--- src/rtl/fir_pkg.sv ---
// Types and constants shared by the FIR stage and its AXI-Stream decimator.
package fir_pkg;

  localparam int unsigned FIR_DATA_WIDTH = 16;

  typedef enum logic {
    IDLE = 1'b0,
    RUN  = 1'b1
  } dec_state_e;

  // FIFO entry layout, {tdata, tlast}, at the default FIR sample width
  typedef struct packed {
    logic signed [FIR_DATA_WIDTH-1:0] tdata;
    logic                             tlast;
  } fir_entry_t;

endpackage

--- src/rtl/fir_sync_fifo.sv ---
// First-word-fall-through synchronous FIFO with wrap-bit pointers.
module fir_sync_fifo #(
  parameter int unsigned WIDTH = 17,
  parameter int unsigned DEPTH = 4
) (
  input  logic                       clk,
  input  logic                       reset,
  input  logic                       push_i,
  input  logic [WIDTH-1:0]           wdata_i,
  input  logic                       pop_i,
  output logic [WIDTH-1:0]           rdata_o,
  output logic                       full_o,
  output logic                       empty_o,
  output logic [$clog2(DEPTH):0]     count_o
);

  localparam int unsigned AW = $clog2(DEPTH);

  logic [AW:0]      wr_ptr_q, wr_ptr_d;
  logic [AW:0]      rd_ptr_q, rd_ptr_d;
  logic [WIDTH-1:0] mem_q [DEPTH];
  logic             do_push;
  logic             do_pop;

  assign full_o  = (wr_ptr_q[AW-1:0] == rd_ptr_q[AW-1:0]) && (wr_ptr_q[AW] != rd_ptr_q[AW]);
  assign empty_o = (wr_ptr_q == rd_ptr_q);
  assign count_o = wr_ptr_q - rd_ptr_q;
  assign do_push = push_i && !full_o;
  assign do_pop  = pop_i && !empty_o;

  always_comb begin
    wr_ptr_d = wr_ptr_q;
    rd_ptr_d = rd_ptr_q;
    if (do_push) wr_ptr_d = wr_ptr_q + (AW+1)'(1);
    if (do_pop)  rd_ptr_d = rd_ptr_q + (AW+1)'(1);
  end

  always_ff @(posedge clk or negedge reset) begin
    if (!reset) begin
      wr_ptr_q <= '0;
      rd_ptr_q <= '0;
    end else begin
      wr_ptr_q <= wr_ptr_d;
      rd_ptr_q <= rd_ptr_d;
    end
  end

  // Storage needs no reset: the pointers alone decide what is visible
  always_ff @(posedge clk) begin
    if (do_push) mem_q[wr_ptr_q[AW-1:0]] <= wdata_i;
  end

  assign rdata_o = empty_o ? '0 : mem_q[rd_ptr_q[AW-1:0]];

endmodule

--- src/rtl/fir_axis_decimator.sv ---
// Keeps every DECIM-th FIR sample (plus packet-closing beats) and buffers them
// for a backpressuring sink; beats offered while full are counted as lost.
module fir_axis_decimator
  import fir_pkg::*;
#(
  parameter int unsigned DATA_WIDTH     = FIR_DATA_WIDTH,
  parameter int unsigned DECIM          = 4,
  parameter int unsigned FIFO_DEPTH     = 4,
  parameter int unsigned DROP_CNT_WIDTH = 8
) (
  input  logic                      clk,
  input  logic                      reset,
  input  logic [DATA_WIDTH-1:0]     s_axis_dec_tdata,
  input  logic                      s_axis_dec_tvalid,
  input  logic                      s_axis_dec_tlast,
  output logic                      s_axis_dec_tready,
  output logic [DATA_WIDTH-1:0]     m_axis_dec_tdata,
  output logic                      m_axis_dec_tvalid,
  output logic                      m_axis_dec_tlast,
  input  logic                      m_axis_dec_tready,
  output logic                      overflow,
  output logic [DROP_CNT_WIDTH-1:0] drop_count
);

  localparam int unsigned PW = (DECIM > 1) ? $clog2(DECIM) : 1;
  localparam int unsigned EW = DATA_WIDTH + 1;
  localparam int unsigned CW = $clog2(FIFO_DEPTH) + 1;

  dec_state_e                state_q, state_d;
  logic [PW-1:0]             phase_q, phase_d;
  logic                      overflow_q, overflow_d;
  logic [DROP_CNT_WIDTH-1:0] drop_q, drop_d;

  logic          fifo_full;
  logic          fifo_empty;
  logic          accept;
  logic          lost;
  logic          keep;
  logic          push;
  logic          pop;
  logic [EW-1:0] rd_word;
  logic [CW-1:0] unused_count;

  assign s_axis_dec_tready = reset && !fifo_full;
  assign accept = s_axis_dec_tvalid && s_axis_dec_tready;
  assign lost   = s_axis_dec_tvalid && !s_axis_dec_tready;
  // A beat opening a packet, landing on phase 0, or closing a packet is kept
  assign keep   = (state_q == IDLE) || (phase_q == '0) || s_axis_dec_tlast;
  assign push   = accept && keep;
  assign pop    = m_axis_dec_tvalid && m_axis_dec_tready;

  always_comb begin
    state_d    = state_q;
    phase_d    = phase_q;
    overflow_d = overflow_q;
    drop_d     = drop_q;
    if (accept) begin
      if (s_axis_dec_tlast) begin
        state_d = IDLE;
        phase_d = '0;
      end else begin
        state_d = RUN;
        phase_d = (phase_q == PW'(DECIM - 1)) ? '0 : phase_q + PW'(1);
      end
    end
    if (lost) begin
      if (drop_q != '1) drop_d = drop_q + DROP_CNT_WIDTH'(1);
      if (keep)         overflow_d = 1'b1;
    end
  end

  always_ff @(posedge clk or negedge reset) begin
    if (!reset) begin
      state_q    <= IDLE;
      phase_q    <= '0;
      overflow_q <= 1'b0;
      drop_q     <= '0;
    end else begin
      state_q    <= state_d;
      phase_q    <= phase_d;
      overflow_q <= overflow_d;
      drop_q     <= drop_d;
    end
  end

  fir_sync_fifo #(
    .WIDTH (EW),
    .DEPTH (FIFO_DEPTH)
  ) u_fifo (
    .clk     (clk),
    .reset   (reset),
    .push_i  (push),
    .wdata_i ({s_axis_dec_tdata, s_axis_dec_tlast}),
    .pop_i   (pop),
    .rdata_o (rd_word),
    .full_o  (fifo_full),
    .empty_o (fifo_empty),
    .count_o (unused_count)
  );

  assign m_axis_dec_tvalid = !fifo_empty;
  assign m_axis_dec_tdata  = rd_word[EW-1:1];
  assign m_axis_dec_tlast  = rd_word[0];
  assign overflow          = overflow_q;
  assign drop_count        = drop_q;

endmodule

--- config.mk ---
export PLATFORM = sky130hd
export DESIGN_NAME = fir_axis_decimator
export DESIGN_NICKNAME = d
export VERILOG_FILES = /design/src/rtl/fir_pkg.sv /design/src/rtl/fir_sync_fifo.sv /design/src/rtl/fir_axis_decimator.sv
export SDC_FILE = /design/constraint.sdc
export NUM_CORES = 1
export LEC_CHECK = 0
export ABC_AREA = 0
export CAP_MARGIN = 0
export CORE_ASPECT_RATIO = 0.5
export CORE_MARGIN = 5
export CORE_UTILIZATION = 55
export DETAILED_ROUTE_END_ITERATION = 12
export PLACE_DENSITY = 0.89
export SLEW_MARGIN = 20
export SYNTH_ARGS = -nofsm -noshare
export SYNTH_HDL_FRONTEND = slang
export SYNTH_SLANG_ARGS = --single-unit
--- constraint.sdc ---
create_clock -name clk -period 5.3 [get_ports clk]
set_input_delay 1.06 -clock clk [delete_from_list [all_inputs] [get_ports clk]]
set_output_delay 1.06 -clock clk [all_outputs]
set_load 0.005 [all_outputs]
# Yosys cells after proc, flatten, opt, wreduce, memory -nomap -nowiden
# Memory sizes are Yosys's and may differ from the RTL's.
# Index checks and enable logic that the tools add are counted.
# word_totals
elab_cells,39
in_bits,21
ram_bits,68
n_memories,1
output_inout_bits,28
ff_bits,18
# op_classes
n_eq_ne,5
reduce_logical,16
n_addsub,4
bitwise_logic,1
muxes,6
# memory_table
memory,depth,word_bits,read_ports,rd_ports_with_merged_regs,write_ports,line_no,text
u_fifo.mem_q,4,17,1,0,1,fir_sync_fifo.sv:21,logic [WIDTH-1:0] mem_q [DEPTH];
# ops
op,n
two-way mux 17 bit,1
"adder 8 x 1 -> 8 bit, second input constant",1
logical AND 1 bit,8
"!= test 8 bit, second input constant",1
"adder 3 x 1 -> 3 bit, second input constant",2
two-way mux 2 bit,2
AND reduction 2 bit,2
equality test 3 bit,1
zero test 1 bit,3
two-way mux 1 bit,3
"adder 2 x 1 -> 2 bit, second input constant",1
equality test 2 bit,1
"equality test 2 bit, second input constant",1
zero test 2 bit,1
logical OR 1 bit,2
!= test 1 bit,1
NOT 1 bit,1

# Logic depth before layout (Yosys ltp)
# logic_depth
ltp_word,9
depth_mapped,6
depth_no_buf,5

# Hierarchy
# Synthesis repeated with hierarchy kept, for this count alone.
# hier_totals
cells_unflattened,214
area_unflattened_um2,3798.6
# modules_own_cells
mod,cells_per_inst,seq_area_each_um2,n_inst,area_per_inst_um2
fir_sync_fifo,151,2192.1,1,3146.8
fir_axis_decimator,63,300.3,1,651.9

# Worst setup path after synthesis
# Ideal clock, no wire load.
# synth_path
path_kind,reg-to-output
from,register u_fifo.rd_ptr_q[0]
to,output port m_axis_dec_tdata[10]
path_stages_with_launch,5
path_buffers,2
t_arrival_ns,1.500
path_slack_ns,2.740
required_ns,4.240
path_cell_list,dfrtp_1 > buf_6 > buf_2 > mux4_2 > and2_1
# synth_between
elab_chain_cells,2
word_cells_on_any_way,3
classes_between,eq/ne (1); mux (1); memory (1)
# synth_rtl
item,line_no,text
start: declaration,fir_sync_fifo.sv:20,"logic [AW:0] rd_ptr_q, rd_ptr_d;"
start signal: assignment,fir_sync_fifo.sv:44,rd_ptr_q <= rd_ptr_d;
memory read (4 x 17 bit) / equality test 3 bit (equally long branches),-,
two-way mux 17 bit *,fir_sync_fifo.sv:53,assign rdata_o = empty_o ? '0 : mem_q[rd_ptr_q[AW-1:0]];
end: declaration,fir_axis_decimator.sv:17,"output logic [DATA_WIDTH-1:0] m_axis_dec_tdata,"
# Mark *: on every way between the ends. The rest lies on a longest branch, timed or not.

# Worst setup path in the final report
# layout_path
from,register u_fifo.rd_ptr_q[1]
to,output port m_axis_dec_tdata[0]
# Same word-level chain as after synthesis.

==> flow_summary.toml <==
[power]
fin_total_pwr_uw = 2520
p_leak_uw = 0.00161
power.density_nw_per_um2 = 563
vdd_drop_max_uv = 261

[layout]
diodes = 0
drive_gt1_share_pct = 19.3
stdcell_area_um2 = 4470
area_delta_synth_final_pct = 23.9
n_fill_cell = 405
fin_cells = 337
nNetsFinal = 273

[placement]
placed_cell_area_um2 = 4160
place_inst = 321
portBuffers = 48
dp_hpwl_um = 4050
place_congestion = 0.792

[detailed_routing]
routed_wl_um = 6390
drc = 0
first_iter_violations = 108
antenna_left = 0
wl_per_cell_um = 19.0
drt_pre_antenna_iters = 4
vias = 1821
vias_per_cell = 5.40

[die]
num_rows = 20
fp.dieArea_um2 = 8370
die_w_um = 125
design.portCount = 49
die_h_um = 67.3
initial_core_util_pct = 58.1
core-area_um2 = 6210

[synthesis]
synth_area_per_cell_um2 = 19.0
seq_area_frac_synth_pct = 69.1
synthFlopType = "edfxtp_1"
synth_edf_count = 68
synth_top_area_share_pct = 56.6
ys_top_cells_by_count = "68 x edfxtp_1, 20 x and2_1, 18 x dfrtp_1"
async_flop_share_pct = 20.9
synth_most_common_cell = "edfxtp_1"
ys_top_cells_by_area = "edfxtp_1 57%, dfrtp_1 12%, mux4_2 11%, and2_1 3.5%, ha_1 2.8%"
synth_top_cell_by_area = "edfxtp_1"
synthesis.area_um2 = 3610
yosys_warnings = 0
syn_nets = 219
yosysUniqueCellTypes = 36
ys_ff_latch = 86
netlist_instances = 190

[worst_setup_path]
cp-end-kind = "output pin"
crit_type = "flop to output pin"
critPathArrivalTime_ns = 2.97
required_ns = 4.24
cp_max_fo = 20
worstPathCellList = "xnor2_4, nand3b_1, and2_1, clkdlybuf4s50_1"
path_buf_inv = 1
crit_family = "flip-flops"
crit_slowest_cell = "dfrtp_1"
critPathMaxStageDelay_ns = 1.01
startpoint_type = "flop"

[timing]
period_minus_slack_ns = 4.03
fin_crit_sh_pct = 76.1
clock_skew_ns = 0.00793
tns_ns = 0
relSlewSlack_pct = 32.6
rsz0062_at_grt = "false"
max_freq_mhz = 248
finalHoldViolCount = 0
tightest_slew_ns = 1.01
drv_slew = 0
finalSetupViolCount = 0

[global_route]
met2_usage_pct = 30.0
grt.met3_usage_pct = 6.08
grt.total_usage_pct = 17.1
grt_start_max_net_pins = 21
grt_pass1_wl_um = 10500
grt_use_met1_pct = 20.1
grt-busiest-layer = "met2"
grt_pass1_vias = 2024
grt.overflow.total = 0
antenna_found_initial = 0

[cts]
clock_latency_ns = 0.33
postCtsSetupBuffers = 0
cts-root-buf = "clkbuf_16"
clk_path_buf_depth = 2
clk_pin_slew_ns = 0.06
hold_buffers = 0
clock_sinks = 86
cts_tree = "done"
numCtsBuffers = 9
cts.repair.resized = 0
htree_num_levels = 3

[outcome]
status = "complete, no violations"

[run]
maxCapViolations = 0

[hold_path]
hp-class = "flop to flop"
==> layout by cell type (no fill, tap or decap), types with 2 or more instances in the layout <==
cell type	count
and2_1	20
buf_4	2
clkbuf_16	11
clkdlybuf4s50_1	48
clkinv_2	2
dfrtp_1	18
edfxtp_1	68
ha_1	8
inv_1	6
mux2_1	2
mux2_4	2
mux2i_1	2
mux4_2	17
nand2_1	4
nand3_1	4
nor3_1	2
nor4_2	3
xnor2_1	3
xor2_1	8
==> where the power goes <==
| group | internal, µW | switching, µW | leakage, µW |
|---|---|---|---|
| Combinational | 564 | 351 | 0.000621 |
| Sequential | 854 | 135 | 0.000835 |
| Clock | 375 | 239 | 0.000154 |
==> cells by family (layout without fill, tap and decap cells) <==
logic type	Yosys count	count (layout)	synth area share, %
DFF	86	86	69.1
and+or+nand+nor	43	43	8.15
muxes	23	23	12.6
xor gates and xnor gates	14	14	4.34
buffers and inverters	13	72	1.94
adders and majority gates	8	8	2.78
AOI/OAI and AO/OA	3	3	1.04
==> layout make-up <==
class	instances	area, µm²	share of cell area (%)
Tap cell	88	110	2.46
Clock buffer	12	279	6.24
Multi-Input combinational cell	91	1040	23.4
Sequential cell	86	2490	55.8
Timing Repair Buffer	50	495	11.1
Clock inverter	4	25.0	0.560
Inverter	6	22.5	0.504
==> registers in the layout, indices dropped and copies added (netlist names) <==
signal,flops
overflow,1
state_q,1
u_fifo.wr_ptr_q,3
drop_count,8
phase_q,2
u_fifo.mem_q,68
u_fifo.rd_ptr_q,3
==> stage by stage <==
stage	hold slack, ns	setup WS (ns)	util (%)
final	0.509	1.27	72.0
after global routing	0.541	1.12	72.0
after detailed placement	0.493	1.32	67.1
after floorplan	0.468	2.74	-
after CTS	0.510	1.20	72.0
after global placement	0.493	1.37	67.1
==> worst paths after layout <==
check	from	end	slack [ns]	cells after the start
max reg2reg	u_fifo.rd_ptr_q[1]	u_fifo.mem_q[0][15]	2.16	4
min reg2reg	drop_count[7]	drop_count[7]	0.51	1
min	drop_count[7]	drop_count[7]	0.51	1
max	u_fifo.rd_ptr_q[1]	m_axis_dec_tdata[0]	1.27	4
min in group asynchronous	reset	state_q	1.06	2
max in group asynchronous	reset	u_fifo.rd_ptr_q[2]	4.05	2
==> layer usage <==
metal / up-vias / share of wire, %
li1: 831 / -
met1: 934 / 42
met2: 48 / 52
met3: 8 / 4.6
met4: 0 / 1.3
met5: - / 0
Note: power is estimated with default switching activity, not from simulation.
